**src/rtl/dirty_mem_dumper.sv**
```systemverilog
// rtl/dirty_mem_dumper.sv - scans the dirty-bit tracker and streams {addr, data} of every dirty word
module dirty_mem_dumper #(
  parameter int N_ELEMENTS = 128,
  parameter int ADDRWIDTH  = $clog2(N_ELEMENTS),
  parameter int DATA_WIDTH = 32
) (
  input  logic                  clock_i,
  input  logic                  reset_i,
  input  logic                  start_i,
  output logic [ADDRWIDTH-1:0]  dirty_addr_o,
  input  logic                  dirty_bit_i,
  output logic [ADDRWIDTH-1:0]  mem_addr_o,
  input  logic [DATA_WIDTH-1:0] mem_data_i,
  output logic                  tx_valid_o,
  input  logic                  tx_ready_i,
  output logic [ADDRWIDTH-1:0]  tx_addr_o,
  output logic [DATA_WIDTH-1:0] tx_data_o,
  output logic                  busy_o,
  output logic                  done_o,
  output logic [ADDRWIDTH:0]    dirty_count_o
);

  typedef enum logic [2:0] {IDLE, SCAN, READ, SEND, DONE} state_t;

  localparam logic [ADDRWIDTH-1:0] LAST_IDX = ADDRWIDTH'(N_ELEMENTS - 1);

  state_t               state;
  logic [ADDRWIDTH-1:0] idx;

  // Tracker and memory are both addressed by the scan index; memory data returns one cycle later.
  assign dirty_addr_o = idx;
  assign mem_addr_o   = idx;

  always_ff @(posedge clock_i) begin
    if (reset_i) begin
      state         <= IDLE;
      idx           <= '0;
      tx_valid_o    <= 1'b0;
      tx_addr_o     <= '0;
      tx_data_o     <= '0;
      busy_o        <= 1'b0;
      done_o        <= 1'b0;
      dirty_count_o <= '0;
    end else begin
      done_o <= 1'b0;
      case (state)
        IDLE: begin
          if (start_i) begin
            idx           <= '0;
            dirty_count_o <= '0;
            busy_o        <= 1'b1;
            state         <= SCAN;
          end
        end
        SCAN: begin
          if (dirty_bit_i) begin
            state <= READ;
          end else if (idx == LAST_IDX) begin
            done_o <= 1'b1;
            state  <= DONE;
          end else begin
            idx <= idx + ADDRWIDTH'(1);
          end
        end
        READ: begin
          tx_data_o  <= mem_data_i;
          tx_addr_o  <= idx;
          tx_valid_o <= 1'b1;
          state      <= SEND;
        end
        SEND: begin
          // Record stays on the bus, unchanged, until the consumer takes it.
          if (tx_ready_i) begin
            tx_valid_o    <= 1'b0;
            dirty_count_o <= dirty_count_o + (ADDRWIDTH + 1)'(1);
            if (idx == LAST_IDX) begin
              done_o <= 1'b1;
              state  <= DONE;
            end else begin
              idx   <= idx + ADDRWIDTH'(1);
              state <= SCAN;
            end
          end
        end
        DONE: begin
          busy_o <= 1'b0;
          state  <= IDLE;
        end
        default: state <= IDLE;
      endcase
    end
  end

endmodule

```
**config.mk**
```make
export PLATFORM = sky130hd
export DESIGN_NAME = dirty_mem_dumper
export DESIGN_NICKNAME = d
export VERILOG_FILES = /design/src/rtl/dirty_mem_dumper.sv
export SDC_FILE = /design/constraint.sdc
export NUM_CORES = 1
export LEC_CHECK = 0
export ABC_CLOCK_PERIOD_IN_PS = 1700
export BUFFER_PORTS_ARGS = -buffer_cell sky130_fd_sc_hd__buf_4
export CAP_MARGIN = 20
export CORE_ASPECT_RATIO = 1.75
export CORE_UTILIZATION = 42
export CTS_BUF_LIST = sky130_fd_sc_hd__clkbuf_2 sky130_fd_sc_hd__clkbuf_4 sky130_fd_sc_hd__clkbuf_8
export CTS_CLUSTER_DIAMETER = 100
export DETAILED_ROUTE_END_ITERATION = 6
export GPL_TIMING_DRIVEN = 0
export PLACE_DENSITY = 0.85
export SYNTH_ARGS = -nofsm -noshare
export SYNTH_HDL_FRONTEND = slang
export SYNTH_SLANG_ARGS = --single-unit
```
**constraint.sdc**
```tcl
create_clock -name clock_i -period 1.7 [get_ports clock_i]
set_clock_uncertainty 0.1 [all_clocks]
set_input_delay 0.085 -clock clock_i [delete_from_list [all_inputs] [get_ports clock_i]]
set_output_delay 0.085 -clock clock_i [all_outputs]
set_load 0.02 [all_outputs]
```
==> results_dict.tcl <==
set metrics [dict create \
    period_share_pct 98.6 \
    crit_path_max_fanout 10 \
    synth_edf_count 0 \
    grt.total_usage_pct 24.1 \
    grt_start_max_net_pins 20 \
    ys.flop_type "dfxtp_1" \
    crit_family "simple AND/OR/NAND/NOR gates" \
    antenna_cells 0 \
    drtIter0Drc 110 \
    cts_tree "done" \
    die_h_um 103 \
    io_pins 101 \
    fmax_mhz 597 \
    viasPerCell 5.03 \
    setup_violations 0 \
    drtAntennaViolNets 0 \
    final-hold-violation-count 0 \
    cp-start-kind "flip-flop" \
    gp_congestion 0.798 \
    path_cells "buf_4 -> or3b_4 -> nor3_4 -> buf_4 -> nand3_1 -> o31ai_1" \
    cts.path.max_buffers 2 \
    start_util_pct 44.0 \
    arrival_ns 1.81 \
    grt-ovfl-total 0 \
    power_per_cell_area_nw_per_um2 827 \
    core_area_um2 5590 \
    drive_gt1_share_pct 34.2 \
    drt_pass1_iterations 4 \
    rsz0062_at_grt "true" \
    drv_slew 0 \
    layout.nets 482 \
    avgSynthCellArea_um2 8.33 \
    critical_path_class "flip-flop to flip-flop" \
    worst_ir_drop_vdd_mv 0.795 \
    area_delta_synth_final_pct 58.8 \
    hold_class "primary input to flip-flop" \
    power_w 0.00323 \
    root_buffer "clkbuf_8" \
    totalWireLength_um 7410 \
    die_area_um2 6180 \
    crit_path_frequent_cell "buf_4" \
    die_w_um 59.8 \
    htree_levels 3 \
    finish.utilization_pct 69.9 \
    cts_num_sinks 60 \
    synth_nets 334 \
    slowest_stage "or3b_4" \
    io_buffers 99 \
    syn_inst 295 \
    min_period_ns 1.68 \
    synth_seq_cells 60 \
    netlist_area_um2 2460 \
    critPathBufInv 2 \
    endpoint_kind "flip-flop" \
    worstPathRequired_ns 1.84 \
    insertion_delay_ns 0.33 \
    grt_antenna_before_repair 0 \
    ys_types 45 \
    cp_slowest_stage_delay_ns 0.42 \
    regArea_um2 1210 \
    p_leak_nw 1.65 \
    vias 2637 \
    async_reset_ff_share_pct 0 \
    numCtsBuffers 9 \
    max_slew_margin_pct 65.0 \
    grt_pass1_vias 2519 \
    ys_seq_area_share_pct 48.9 \
    routedWlPerCell_um 14.1 \
    status "completed" \
    fillers 429 \
    placementRows 36 \
    worstMarginPinSlew_ns 0.524 \
    multiInputGateArea_um2 1100 \
    hpwl_um 4720 \
    ys_warn_count 0 \
    maxCapViolCount 0 \
    grt_pass1_wl_um 11100 \
    clk_pin_slew_ns 0.07 \
    drc 0 \
]
==> stage by stage <==
| step | setup slack, ns | hold WS (ns) | cell area, um^2 | TNS [ns] | cells |
|---|---|---|---|---|---|
| after floorplan | 0.0459 | 0.121 | 2460 | 0 | 295 |
| after global placement | -0.127 | 0.233 | 3300 | -4.16 | 470 |
| after detailed placement | -0.162 | 0.242 | 3300 | -4.54 | 470 |
| after CTS | 0.00377 | 0.0261 | 3850 | 0 | 519 |
| after global routing | -0.0351 | 0.0725 | 3900 | -0.0572 | 524 |
| final | 0.0242 | 0.0353 | 3900 | 0 | 524 |
==> cells in the mapped netlist, drive strengths merged, types with 2 or more instances <==
cell | number | area (um^2)
a21oi | 45 | 225
a31oi | 3 | 18.8
and2 | 3 | 18.8
and2b | 2 | 15.0
buf | 14 | 105
clkbuf | 13 | 48.8
dfxtp | 60 | 1200
ha | 2 | 25.0
inv | 6 | 22.5
nand2 | 85 | 319
nand2b | 2 | 12.5
nand3 | 8 | 40.0
nand4 | 4 | 25.0
nand4b | 2 | 17.5
nor2 | 6 | 22.5
nor3 | 8 | 51.3
nor4 | 2 | 12.5
o311ai | 2 | 17.5
o31ai | 4 | 30.0
or2 | 2 | 12.5
xor2 | 3 | 26.3
==> where the power goes <==
group          switching [W]  internal, W
combinational       0.000232     0.000234
clock               0.000539     0.000747
sequential         0.0000291      0.00145
==> kinds of logic after synthesis <==
kind of cell | count (synthesis) | synth area share, %
simple gates | 133 | 25.4
compound gates | 63 | 16.0
flops | 60 | 48.9
buf+inv | 33 | 7.18
xor+xnor | 3 | 1.07
fa+ha+maj | 2 | 1.02
mux | 1 | 0.458
==> state kept, by name (all words and copies together), names as in the netlist <==
name,count
dirty_count_o,8
dirty_addr_o,7
tx_valid_o,1
done_o,1
tx_addr_o,7
state,3
tx_data_o,32
busy_o,1
==> what timing repair did <==
| item | 4_1_cts | 5_1_grt |
|---|---|---|
| gates resized for setup | 6 | 12 |
| setup endpoints to repair | 47 | 34 |
| gates cloned | 0 | 0 |
| hold endpoints to repair | 33 | 0 |
| pin swaps | 2 | 4 |
| buffers inserted | 2 | 6 |
| hold buffers | 33 | 0 |
==> worst paths after layout <==
check,slack (ns),endpoint,depth (start not counted),from
min reg2reg,0.36,tx_data_o[3],2,tx_data_o[3]
max,0.02,dirty_addr_o[0],6,state[2]
max reg2reg,0.02,dirty_addr_o[0],6,state[2]
min,0.04,state[1],4,tx_ready_i
==> area by class of cell <==
cell class / instances / area share, %
clock buffers: 12 / 3.91
clock inverters: 4 / 1.25
repair buffers: 140 / 29.0
multi-input cells: 202 / 28.2
well taps: 76 / 2.44
plain buffers: 24 / 3.46
flip-flops and latches: 60 / 31.1
inverters: 6 / 0.577
==> metal layers <==
metal	up-vias	wire [um]	GRT usage, %
li1	1297	-	-
met1	1233	2820	23.9
met2	86	4030	45.2
met3	21	304	4.85
met4	0	255	12.9
met5	-	0	0
==> layout by cell type, fill, tap and decap left out, drive strengths merged, types with 3 or more instances in the layout <==
master and instances:
dfxtp 60, a31oi 3, inv 6, o31ai 4
xor2 3, clkinv 3, dlygate4sd3 33, nor2 6
a21oi 45, and2 3, nand3 8, buf 118
clkbuf 25, nor3 8, nand2 85, nand4 4
==> worst reg2reg max path: stages (launching register included) <==
cell	delay [ns]
dfxtp_1	0.34
buf_4	0.19
or3b_4	0.42
nor3_4	0.21
buf_4	0.17
nand3_1	0.09
o31ai_1	0.06
(Power assumes the default switching activity.)
